===== src/rtl/adder_tree_sequencer.sv =====
// rtl/adder_tree_sequencer.sv - time-multiplexed batch reducer on one shared adder
//
// Purpose: accumulates a stream of unsigned operands into one widened sum per
// batch. A batch ends on the operand flagged in_last or when NUM_OPERANDS
// operands have been accepted. The sum is then held on the output handshake
// until the consumer takes it.
//
// Optional feature (macro ADDER_SEQ_INPUT_REG_EN): operands are staged in a
// register before the adder. This adds one DRAIN cycle per batch.
//
// Ports:
//   clk        in   clock, all state updates on posedge
//   reset      in   synchronous active-high reset
//   in_valid   in   operand valid
//   in_ready   out  operand accepted when in_valid && in_ready
//   in_data    in   unsigned operand, ADDER_WIDTH bits
//   in_last    in   final operand of the batch
//   out_valid  out  batch sum available
//   out_ready  in   consumer accepts sum when out_valid && out_ready
//   out_sum    out  batch sum, ADDER_WIDTH+SUM_EXTRA_BITS bits
//   out_count  out  operands summed in the batch, SUM_EXTRA_BITS+1 bits
module adder_tree_sequencer #(
  parameter int ADDER_WIDTH    = 64,
  parameter int NUM_OPERANDS   = 8,
  parameter int SUM_EXTRA_BITS = 3
) (
  input  logic                                  clk,
  input  logic                                  reset,
  input  logic                                  in_valid,
  output logic                                  in_ready,
  input  logic [ADDER_WIDTH-1:0]                in_data,
  input  logic                                  in_last,
  output logic                                  out_valid,
  input  logic                                  out_ready,
  output logic [ADDER_WIDTH+SUM_EXTRA_BITS-1:0] out_sum,
  output logic [SUM_EXTRA_BITS:0]               out_count
);

  localparam int SW = ADDER_WIDTH + SUM_EXTRA_BITS;
  localparam int CW = SUM_EXTRA_BITS + 1;
  localparam logic [CW-1:0] NUM_OPS_C = CW'(NUM_OPERANDS);

  typedef enum logic [1:0] {
    S_IDLE  = 2'd0,
    S_ACCUM = 2'd1,
    S_DRAIN = 2'd2,
    S_DONE  = 2'd3
  } state_e;

  state_e        state_q, state_d;
  logic [SW-1:0] acc_q, acc_d;
  logic [CW-1:0] count_q, count_d;
  logic [CW-1:0] count_inc;

  assign count_inc = count_q + CW'(1);

`ifdef ADDER_SEQ_INPUT_REG_EN
  logic [ADDER_WIDTH-1:0] stage_q, stage_d;
  logic                   stage_vld_q, stage_vld_d;

  always_comb begin
    state_d     = state_q;
    acc_d       = acc_q;
    count_d     = count_q;
    stage_d     = stage_q;
    stage_vld_d = 1'b0;
    in_ready    = 1'b0;
    out_valid   = 1'b0;

    // The staged operand is folded in one cycle after its accept, whatever
    // state we move to; this is what the DRAIN cycle waits for.
    if (stage_vld_q) begin
      acc_d = acc_q + {{SUM_EXTRA_BITS{1'b0}}, stage_q};
    end

    case (state_q)
      S_IDLE, S_ACCUM: begin
        in_ready = 1'b1;
        if (in_valid) begin
          stage_d     = in_data;
          stage_vld_d = 1'b1;
          count_d     = count_inc;
          if (in_last || (count_inc == NUM_OPS_C)) begin
            state_d = S_DRAIN;
          end else begin
            state_d = S_ACCUM;
          end
        end
      end
      S_DRAIN: begin
        state_d = S_DONE;
      end
      S_DONE: begin
        out_valid = 1'b1;
        if (out_ready) begin
          acc_d   = '0;
          count_d = '0;
          state_d = S_IDLE;
        end
      end
      default: begin
        state_d = S_IDLE;
      end
    endcase
  end

  always_ff @(posedge clk) begin
    if (reset) begin
      state_q     <= S_IDLE;
      acc_q       <= '0;
      count_q     <= '0;
      stage_q     <= '0;
      stage_vld_q <= 1'b0;
    end else begin
      state_q     <= state_d;
      acc_q       <= acc_d;
      count_q     <= count_d;
      stage_q     <= stage_d;
      stage_vld_q <= stage_vld_d;
    end
  end
`else
  always_comb begin
    state_d   = state_q;
    acc_d     = acc_q;
    count_d   = count_q;
    in_ready  = 1'b0;
    out_valid = 1'b0;

    case (state_q)
      S_IDLE, S_ACCUM: begin
        in_ready = 1'b1;
        if (in_valid) begin
          // acc is zero in IDLE, so the first operand needs no special case.
          acc_d   = acc_q + {{SUM_EXTRA_BITS{1'b0}}, in_data};
          count_d = count_inc;
          if (in_last || (count_inc == NUM_OPS_C)) begin
            state_d = S_DONE;
          end else begin
            state_d = S_ACCUM;
          end
        end
      end
      S_DONE: begin
        out_valid = 1'b1;
        if (out_ready) begin
          acc_d   = '0;
          count_d = '0;
          state_d = S_IDLE;
        end
      end
      default: begin
        state_d = S_IDLE;
      end
    endcase
  end

  always_ff @(posedge clk) begin
    if (reset) begin
      state_q <= S_IDLE;
      acc_q   <= '0;
      count_q <= '0;
    end else begin
      state_q <= state_d;
      acc_q   <= acc_d;
      count_q <= count_d;
    end
  end
`endif

  // Partial sums stay hidden; the outputs read zero outside DONE.
  assign out_sum   = out_valid ? acc_q   : '0;
  assign out_count = out_valid ? count_q : '0;

endmodule


===== config.mk =====
export PLATFORM = sky130hd
export DESIGN_NAME = adder_tree_sequencer
export DESIGN_NICKNAME = d
export VERILOG_FILES = /design/src/rtl/adder_tree_sequencer.sv
export SDC_FILE = /design/constraint.sdc
export NUM_CORES = 1
export LEC_CHECK = 0
export ABC_AREA = 1
export CAP_MARGIN = 40
export CORE_MARGIN = 2
export CORE_UTILIZATION = 60
export DETAILED_ROUTE_END_ITERATION = 10
export GPL_TIMING_DRIVEN = 0
export PLACE_DENSITY = 0.88
export SYNTH_ARGS = -nofsm -noshare
export SYNTH_HDL_FRONTEND = slang
export SYNTH_SLANG_ARGS = --single-unit

===== constraint.sdc =====
create_clock -name clk -period 4.8 [get_ports clk]
set_clock_uncertainty 0.15 [all_clocks]
set_input_delay 0.96 -clock clk [delete_from_list [all_inputs] [get_ports clk]]
set_output_delay 0.96 -clock clk [all_outputs]
set_load 0.005 [all_outputs]

# Yosys cells after proc, flatten, opt, wreduce, memory -nomap -nowiden
# Index checks and enable logic that the tools add are counted.
[op_classes] n_addsub=2 n_eq_ne=5 mux=14 n_reduce_logical=6
[op_table] op="two-way mux 67 bit" n=3
[op_table] op="one-hot mux 67 bit (2 select lines)" n=1
[op_table] op="adder 67 x 64 -> 67 bit" n=1
[op_table] op="two-way mux 4 bit" n=3
[op_table] op="one-hot mux 4 bit (2 select lines)" n=1
[op_table] op="two-way mux 2 bit" n=3
[op_table] op="adder 4 x 1 -> 4 bit, second input constant" n=1
[op_table] op="equality test 4 bit, second input constant" n=1
[op_table] op="inequality test 2 bit, second input constant" n=2
[op_table] op="one-hot mux 2 bit (2 select lines)" n=1
[op_table] op="AND reduction 3 bit" n=1
[op_table] op="equality test 2 x 1 -> 1 bit, second input constant" n=1
[op_table] op="equality test 2 bit, second input constant" n=1
[op_table] op="logical NOT 2 bit" n=1
[op_table] op="two-way mux 1 bit" n=2
[op_table] op="AND reduction 2 bit" n=1
[op_table] op="nonzero test 2 bit" n=1
[op_table] op="OR reduction 2 bit" n=1
[op_table] op="logical OR 1 bit" n=1
[totals] register_bits=73 output_inout_bits=73

# Depth between registers and ports, before layout
# Gate-level depths: netlist (run 1).
[depth] depth_word=6 depth_mapped=16

# Least setup slack after synthesis (run 1)
# OpenSTA, ideal clock, no wires.
[synth_timing] path_type="input to register" from="input in_data[0]" to="register acc_q[64]" setup_time_ns=0.115 t_arrival_ns=2.469 setup_slack_ns=2.066 path_stages=14 n_path_buf=0 path_cell_list="ha_1 > fa_1 > nand3_1 > nand3_1 > nand2_1 > nand2_2 > nand2_1 > nand2_2 > nand2_1 > nand2_1 > nand2_1 > nand2_1 > a21oi_1 > nor2_1"
[synth_via] elab_chain_cells=3
[synth_rtl] element="start: declaration" line="31" source="input logic [ADDER_WIDTH-1:0] in_data,"
[synth_rtl] element="adder 67 x 64 -> 67 bit" line="135" source="acc_d = acc_q + {{SUM_EXTRA_BITS{1'b0}}, in_data};"
[synth_rtl] element="two-way mux 67 bit" line="133" source="if (in_valid) begin"
[synth_rtl] element="one-hot mux 67 bit (2 select lines)" line="130" source="case (state_q)"
[synth_rtl] element="end signal: assignment" line="161" source="acc_q <= '0;"
[synth_rtl] element="end signal: assignment" line="165" source="acc_q <= acc_d;"
[synth_rtl] element="end: declaration" line="51" source="logic [SW-1:0] acc_q, acc_d;"
# No other way between the ends. The select of a mux whose other input is x is not followed.
# A chain may end at the register's enable or synchronous reset.

# Worst setup path after layout (run 1)
[layout_timing] from="input in_data[0]" to="register acc_q[56]"
# Same word-level chain as after synthesis.

==> summary.md, run 1 <==
| Metric | Value |
|---|---|
| Synth area leader | `nand2_1` |
| Final Critical Period | `3.574 ns` |
| # nets final | `2,073` |
| Layout cell share with drive strength beyond 1 | `0.03090` |
| Critical path's largest stage delay | `0.47 ns` |
| Root buffer cell | `clkbuf_16` |
| Critical path endpoint category | `flop` |
| Async set or reset register ratio after synthesis | `0` |
| CTS max path bufs | `2` |
| Top_reg_cell synth | `dfxtp_1` |
| Largest cells by area after synthesis | `nand2_1 (28%), inv_1 (17%), dfxtp_1 (16%)` |
| H-Tree Depth | `3` |
| TritonCTS Buffers | `9` |
| Util after Layout | `0.7544` |
| First-pass GRT wire length | `48,240 um` |
| Via-to-Cell Ratio | `5.236` |
| Clock share of power | `0.250` |
| CTS sink cnt | `73` |
| Initial antenna violation count | `0` |
| Crit path arrival time | `3.71 ns` |
| Fmax | `279.8 MHz` |
| Critical Path Fanout Max | `5` |
| #FFs+latches synth | `73` |
| R2r worst-path depth | `13` |
| Static Leak | `6.133 nW` |
| Worst VDD drop | `184.0 uV` |
| Worst hold path class | `flop to flop` |
| Pin count of the biggest net entering global routing | `12` |
| Total gr overflow | `0` |
| Met1 WL | `12,950 um` |
| Critical R2R Capture | `acc_q[56]$_SDFFE_PP0P_` |
| Synth Cell Area | `0.009087 mm2` |
| Critical Path, Cell by Cell | `clkdlybuf4s50_1, ha_1, fa_1, nand3_1, nand3_1, nand2_1, nand2_2, nand3_1, nand3_1, nand2_1, nand2_1, nand2_1, nand3_1, a21oi_1` |
| GP Congestion | `1.086` |
| Final worst path period share | `0.7445` |
| Die height | `127.1 um` |
| Outcome | `finished, final reports clean` |
| Core area | `0.01464 mm2` |
| WHS Path Cells | `2` |
| Clk slew on worst S/H paths | `0.06 ns` |
| Actual slew at the worst max-slew pin | `0.7961 ns` |
| Register-to-Register Setup Slack | `1.95 ns` |
| Die W | `127.1 um` |
| WHS Endpoint | `state_q[0]$_SDFFE_PP0P_` |
| Post-Syn Instances | `1,786` |
| Internal cell power | `1.655 mW` |
| Mapped Avg Cell Area | `5.088 um2` |
| Hpwl dp | `25,070 um` |
| Synthesis-to-finish area growth | `21.58%` |
| Final wirelength | `30,710 um` |
| Later-pin clock latency in the skew report | `0.35 ns` |
| Most common cell in the netlist | `nand2_1` |
| Max_cap viols | `0` |
| Count of cell types in the netlist | `34` |
| HP Start | `state_q[0]$_SDFFE_PP0P_` |
| Setup CP Type | `primary input to flop` |
| Slew HR | `0.4693` |
| Critical path's slowest cell | `fa_1` |
| Most used cell along the critical path | `nand3_1` |
| Final Hold Fails | `0` |
| Initial Utilization | `0.6206` |
| Area share of the largest cell type after synthesis | `0.2846` |
| RSZ-0062 raised after global routing | `no` |
| Combinational Power Share | `0.497` |
| Seq/Total Area, Yosys | `0.1608` |
| Post-synth EDFFs | `0` |
| DRT Pass-1 Iters | `6` |
| Reg2reg start | `acc_q[0]$_SDFFE_PP0P_` |
| Remaining antenna violation count | `0` |
| DR vias | `11,140` |
| Met3 wire length | `3657 um` |
| Num rows | `44` |
| Number of global-route vias before repair | `9,970` |
| Synthesis Warnings | `0` |
| Setup TNS | `0 ns` |
| Net Count, Synth | `1,921` |
| Top cells by count, synth | `nand2_1 (689), inv_1 (409), nor2_1 (176)` |
| Setup bufs post-CTS | `0` |
| Full die area | `0.01615 mm2` |
| GRT Util Overall | `0.3748` |
| Max Slew Vio Count | `0` |
| CTS tree | `yes` |
| Startpoint class of the critical path | `primary input` |
| I/O pin cnt | `142` |
| Post-CTS sizing | `0` |
| CTS Hold Buffers Added | `0` |
| Routed length on met2 | `12,990 um` |
| Seq pwr share | `0.253` |
| Power Dens Cells | `271.6 mW/mm2` |
| Sw Ratio | `0.4485` |
| DRT iter0 DRCs | `1,157` |
| Switching power | `1.346 mW` |
| Critical path required time | `4.93 ns` |
| Average wire per standard cell | `14.44 um` |
| PortBufs | `140` |
| Final Setup Violations | `0` |
| Uppermost layer routed | `met4` |
| # DRC | `0` |
[worst max-delay path by stage]
stage	from	cells after the start	slack, ns	to
5_1_grt	in_data[0]	14	1.12	acc_q[56]$_SDFFE_PP0P_
3_3_place_gp	in_data[0]	14	1.07	acc_q[56]$_SDFFE_PP0P_
3_5_place_dp	in_data[0]	14	1.0	acc_q[56]$_SDFFE_PP0P_
4_1_cts	in_data[0]	14	1.33	acc_q[56]$_SDFFE_PP0P_
2_1_floorplan	in_data[0]	14	2.07	acc_q[64]$_SDFFE_PP0P_
6_report	in_data[0]	14	1.23	acc_q[56]$_SDFFE_PP0P_
[flip-flops by register name, summed over array words and instances (netlist names)]
signal	count
acc_q	67
count_q	4
state_q	2
[per-layer routing]
| metal | vias to the layer above | track usage |
|---|---|---|
| li1 | 5648 | - |
| met1 | 4820 | 0.5006 |
| met2 | 588 | 0.5996 |
| met3 | 81 | 0.07370 |
| met4 | 0 | 0.1435 |
| met5 | - | 0 |
[cell families (layout without fill, tap and decap cells)]
group	Yosys count	after routing	share of synthesized area
xor gates and xnor gates	5	5	0.004819
adders and majority gates	66	66	0.09170
AOI/OAI and AO/OA	184	184	0.1034
buffers and inverters	443	599	0.1878
other	0	1	0
and+or+nand+nor	1015	1015	0.4515
DFF	73	73	0.1608
[power by group through the flow]
stage / Combinational (mW) / Clock [mW] / Sequential [mW]
after floorplan: 1.02 / 0 / 0.754
after global placement: 1.40 / 0 / 0.767
after detailed placement: 1.43 / 0 / 0.772
after CTS: 1.44 / 0.744 / 0.759
after global routing: 1.65 / 0.761 / 0.773
final: 1.49 / 0.749 / 0.760
[worst max-delay path: cells and delay by family]
family	cells	cell delay, ns
buf+inv	1	0.42
simple gates	10	1.46
fa+ha+maj	2	0.73
compound gates	1	0.14
[stage by stage]
stage	hold slack, ns	std cells	area, um2	setup WS [ns]	power, mW
floorplan	0.2901	1786	9087	2.066	1.773
global placement	0.3003	2110	10720	1.069	2.166
detailed placement	0.3041	2111	10730	0.9988	2.199
CTS	0.3132	2126	11050	1.329	2.946
global route	0.3511	2126	11050	1.121	3.185
finish	0.3177	2127	11050	1.226	3.000
[cell type report]
type	instances	area, um2
multi-input combinational	1270	5919
fill	1339	3596
inverter	413	1550
sequential	73	1461
timing repair buffer	141	1416
clock buffer	12	246.5
tap	184	230.2
buffer	30	156.4
clock inverter	3	65.06
antenna	1	2.502
[placed cells by master (no fill, tap or decap), types with 5 or more instances in the layout]
| cell | n |
|---|---|
| clkdlybuf4s50_1 | 140 |
| clkbuf_16 | 9 |
| o21ai_0 | 31 |
| nor3_1 | 17 |
| nor2_1 | 176 |
| a21oi_1 | 145 |
| dfxtp_1 | 73 |
| nand3b_1 | 9 |
| buf_2 | 8 |
| inv_1 | 409 |
| clkbuf_1 | 19 |
| nand2_1 | 689 |
| xor2_1 | 5 |
| nand2_2 | 13 |
| nand3_1 | 91 |
| ha_1 | 65 |
Note: power is estimated with default switching activity, not from simulation.
==> run 2: changes to the inputs <==
--- a/config.mk
+++ b/config.mk
@@ -8,10 +8,10 @@
 export ABC_AREA = 1
 export CAP_MARGIN = 40
 export CORE_MARGIN = 2
-export CORE_UTILIZATION = 60
+export CORE_UTILIZATION = 56
 export DETAILED_ROUTE_END_ITERATION = 10
 export GPL_TIMING_DRIVEN = 0
-export PLACE_DENSITY = 0.88
+export PLACE_DENSITY = 0.83
 export SYNTH_ARGS = -nofsm -noshare
 export SYNTH_HDL_FRONTEND = slang
 export SYNTH_SLANG_ARGS = --single-unit
==> constraint.sdc (replaced) <==
create_clock -name clk -period 3.5 [get_ports clk]
set_clock_uncertainty 0.15 [all_clocks]
set_input_delay 0.7 -clock clk [delete_from_list [all_inputs] [get_ports clk]]
set_output_delay 0.7 -clock clk [all_outputs]
set_load 0.005 [all_outputs]
==> run 2 against run 1 <==
Against the previous run:
- combinational power rose by 38%
- setup slack worse by 0.99 ns
- power rose by 39%
- sequential power is 38% higher
- global-route usage down 0.64 points
- flip-flop and latch count unchanged
- clock power is 42% higher
- die area rose by 6.9%
- sequential share of layout area is 0.054 points lower
==> summary.md, run 2 (same netlist as run 1, synthesis figures left out) <==
| Metric | Value |
|---|---|
| Outcome | `finished, final reports clean` |
| Core area | `0.01589 mm2 (+8.5%)` |
| Root buffer cell | `clkbuf_16` |
| DRT iter0 DRCs | `973 (-16%)` |
| Worst hold path class | `flop to flop` |
| Largest register FFs | `67 (unchanged)` |
| I/O pin cnt | `142 (unchanged)` |
| Critical Path Fanout Max | `5 (unchanged)` |
| Startpoint class of the critical path | `primary input` |
| Sw Ratio | `0.4529 (+0.004377)` |
| Max_cap viols | `0 (unchanged)` |
| Max Slew Vio Count | `0 (unchanged)` |
| DRT Pass-1 Iters | `8 (+2)` |
| PortBufs | `140 (unchanged)` |
| Critical Path, Cell by Cell | `clkdlybuf4s50_1, ha_1, fa_1, nand3_1, nand3_1, nand2_1, nand2_2, nand3_1, nand3_1, nand2_1, nand2_1, nand2_1, nand3_1, a21oi_1` |
| GP Congestion | `1.017 (-6.3%)` |
| Initial antenna violation count | `0 (unchanged)` |
| # nets final | `2,073 (unchanged)` |
| CTS max path bufs | `2 (unchanged)` |
| Full die area | `0.01726 mm2 (+6.9%)` |
| Layout cell share with drive strength beyond 1 | `0.03139 (+0.0004988)` |
| Top Usage Layer GRT | `met2` |
| Average wire per standard cell | `14.93 um (+3.4%)` |
| Met3 Usage GRT | `0.06443 (-0.009273)` |
| Met2 Track Usage GR | `0.5763 (-0.02330)` |
| H-Tree Depth | `3 (unchanged)` |
| Via-to-Cell Ratio | `5.135 (-1.9%)` |
| Design Area, Final | `0.01109 mm2 (+0.41%)` |
| Fillers | `1,530 (+14%)` |
| Placed instance count | `2,143 (+1.5%)` |
| # DRC | `0 (unchanged)` |
| Internal cell power | `2.278 mW (+38%)` |
| Clk slew on worst S/H paths | `0.07 ns (about the same)` |
| Final Hold Slack | `0.3194 ns (+0.001620 ns)` |
| Die height | `131.4 um (+3.4%)` |
| Final worst path period share | `0.9325` |
| Area of the multi-input gates | `0.005919 mm2 (unchanged)` |
| CTS sink cnt | `73 (unchanged)` |
| Combinational Power Share | `0.494 (-0.003)` |
| Largest delay contributor family on the critical path | `simple AND/OR/NAND/NOR gates` |
| Register area | `0.001461 mm2 (unchanged)` |
| Met1 Resource Use GR | `0.5108 (+0.01015)` |
| Power Dens Cells | `375.3 mW/mm2 (+38%)` |
| CP Buf/Inv Count | `1 (unchanged)` |
| Final WS setup | `0.2363 ns (-0.9900 ns)` |
| Commonest non-fill, non-tap cell in the layout | `nand2_1` |
| Initial Utilization | `0.5721 (-0.04849)` |
| Switching power | `1.885 mW (+40%)` |
| Dpl cell area | `0.01077 mm2 (+0.34%)` |
| CTS Hold Buffers Added | `0 (unchanged)` |
| Most frequent cells in the layout | `nand2_1 (689), inv_1 (409), nor2_1 (176), a21oi_1 (145), clkdlybuf4s50_1 (140)` |
| Pin count of the biggest net entering global routing | `13 (+1)` |
| First-pass GRT wire length | `50,430 um (+4.5%)` |
| Setup bufs post-CTS | `0 (unchanged)` |
| Critical path's largest stage delay | `0.48 ns (about the same)` |
| Die W | `131.4 um (+3.4%)` |
| Util after Layout | `0.6983 (-0.05611)` |
| Num rows | `46 (+4.5%)` |
| RSZ-0062 raised after global routing | `no` |
| Synthesis-to-finish area growth | `22.07%` |
| Critical path required time | `3.64 ns (-1.29 ns)` |
| Slew HR | `0.4334 (-0.03586)` |
| Final Setup Violations | `0 (unchanged)` |
| Static Leak | `6.132 nW (about the same)` |
| DP Worst Slack | `-0.03630 ns (-1.035 ns)` |
| Final Hold Fails | `0 (unchanged)` |
| Number of global-route vias before repair | `9,898 (-0.72%)` |
| Critical path endpoint category | `flop` |
| CTS tree | `yes` |
| Final Critical Period | `3.264 ns` |
| Worst VDD drop | `253.9 uV (+38%)` |
| Crit path arrival time | `3.40 ns (-0.31 ns)` |
| Fmax | `306.4 MHz` |
| Critical path's slowest cell | `fa_1` |
| Post-CTS sizing | `0 (unchanged)` |
| TritonCTS Buffers | `9 (unchanged)` |
| Actual slew at the worst max-slew pin | `0.8499 ns (+0.05379 ns)` |
| Total gr overflow | `0 (unchanged)` |
| GRT Util Overall | `0.3684 (-0.006430)` |
| Remaining antenna violation count | `0 (unchanged)` |
| Most used cell along the critical path | `nand3_1` |
| Largest regs | `acc_q x67, count_q x4, state_q x2` |
| DR vias | `11,090 (-0.46%)` |
| Biggest register | `acc_q` |
| Clock share of power | `0.255 (+0.005)` |
| Later-pin clock latency in the skew report | `0.36 ns (about the same)` |
| Seq pwr share | `0.251 (-0.002)` |
| Antenna diodes | `0 (-1)` |
| Hpwl dp | `26,760 um (+6.7%)` |
| Post-route insts no fill | `2,159 (+1.5%)` |
| Setup CP Type | `primary input to flop` |
| Final wirelength | `32,240 um (+5.0%)` |
run 2: changes by cell type in the layout (fill, tap and decap cells not counted), sizes merged:
cell      previous run  this run
clkinvlp             0         1
diode                1         0
run 2: routing by layer:
layer / vias up / wire, um
met5: - / 0
met4: 0 / 1129
met3: 74 / 3410
met2: 541 / 13530
met1: 4815 / 14170
li1: 5656 / -
run 2: area by class of cell:
class / count / share of cell area
buffer: 30 / 0.01410
clock buffer: 12 / 0.02222
clock inverter: 4 / 0.006880
inverter: 413 / 0.1397
multi-input combinational: 1270 / 0.5336
sequential: 73 / 0.1317
tap: 216 / 0.02436
timing repair buffer: 141 / 0.1273
run 2: power groups by stage:
| stage | Combinational (mW) | Sequential, mW | Clock (mW) |
|---|---|---|---|
| floorplan | 1.40 | 1.03 | 0 |
| global placement | 1.94 | 1.05 | 0 |
| detailed placement | 1.98 | 1.06 | 0 |
| CTS | 2.00 | 1.04 | 1.06 |
| global route | 2.28 | 1.06 | 1.09 |
| finish | 2.06 | 1.05 | 1.06 |
run 2: worst paths after layout:
kind / start / end / slack [ns] / cells past startpoint
worst max register to register: acc_q[0]$_SDFFE_PP0P_ / acc_q[56]$_SDFFE_PP0P_ / 0.68 / 13
worst max-delay path: in_data[0] / acc_q[56]$_SDFFE_PP0P_ / 0.24 / 14
worst min register to register: state_q[0]$_SDFFE_PP0P_ / state_q[0]$_SDFFE_PP0P_ / 0.32 / 2
worst min-delay path: state_q[0]$_SDFFE_PP0P_ / state_q[0]$_SDFFE_PP0P_ / 0.32 / 2
run 2: through the flow:
step	setup TNS, ns	total power [mW]
floorplan	0	2.431
global placement	0	2.994
detailed placement	-0.03630	3.044
CTS	0	4.099
global route	0	4.437
finish	0	4.163
run 2: worst reg2reg max path, stage by stage (launching register included):
cell     delay, ns
dfxtp_1       0.32
ha_1          0.24
fa_1          0.48
nand3_1       0.12
nand3_1       0.15
nand2_1       0.11
nand2_2       0.10
nand3_1       0.09
nand3_1       0.33
nand2_1       0.25
nand2_1       0.07
nand2_1       0.06
nand3_1       0.12
a21oi_1       0.16
==> run 3: changes to the inputs <==
--- a/config.mk
+++ b/config.mk
@@ -8,10 +8,10 @@
 export ABC_AREA = 1
 export CAP_MARGIN = 40
 export CORE_MARGIN = 2
-export CORE_UTILIZATION = 56
+export CORE_UTILIZATION = 60
 export DETAILED_ROUTE_END_ITERATION = 10
 export GPL_TIMING_DRIVEN = 0
-export PLACE_DENSITY = 0.83
+export PLACE_DENSITY = 0.88
 export SYNTH_ARGS = -nofsm -noshare
 export SYNTH_HDL_FRONTEND = slang
 export SYNTH_SLANG_ARGS = --single-unit
==> constraint.sdc (replaced) <==
create_clock -name clk -period 3.9 [get_ports clk]
set_clock_uncertainty 0.15 [all_clocks]
set_input_delay 0.78 -clock clk [delete_from_list [all_inputs] [get_ports clk]]
set_output_delay 0.78 -clock clk [all_outputs]
set_load 0.005 [all_outputs]
==> results of run 3 <==
The final DEF is identical to that of run 1. Status: finished, final reports clean.
Among the figures that moved: setup slack after placement 0.9988 ns -> 0.2788 ns; setup slack after layout 1.226 ns -> 0.5063 ns; register-to-register setup slack 1.95 ns -> 1.05 ns; total power 3.000 mW -> 3.693 mW; worst IR drop on VDD 184.0 uV -> 226.5 uV
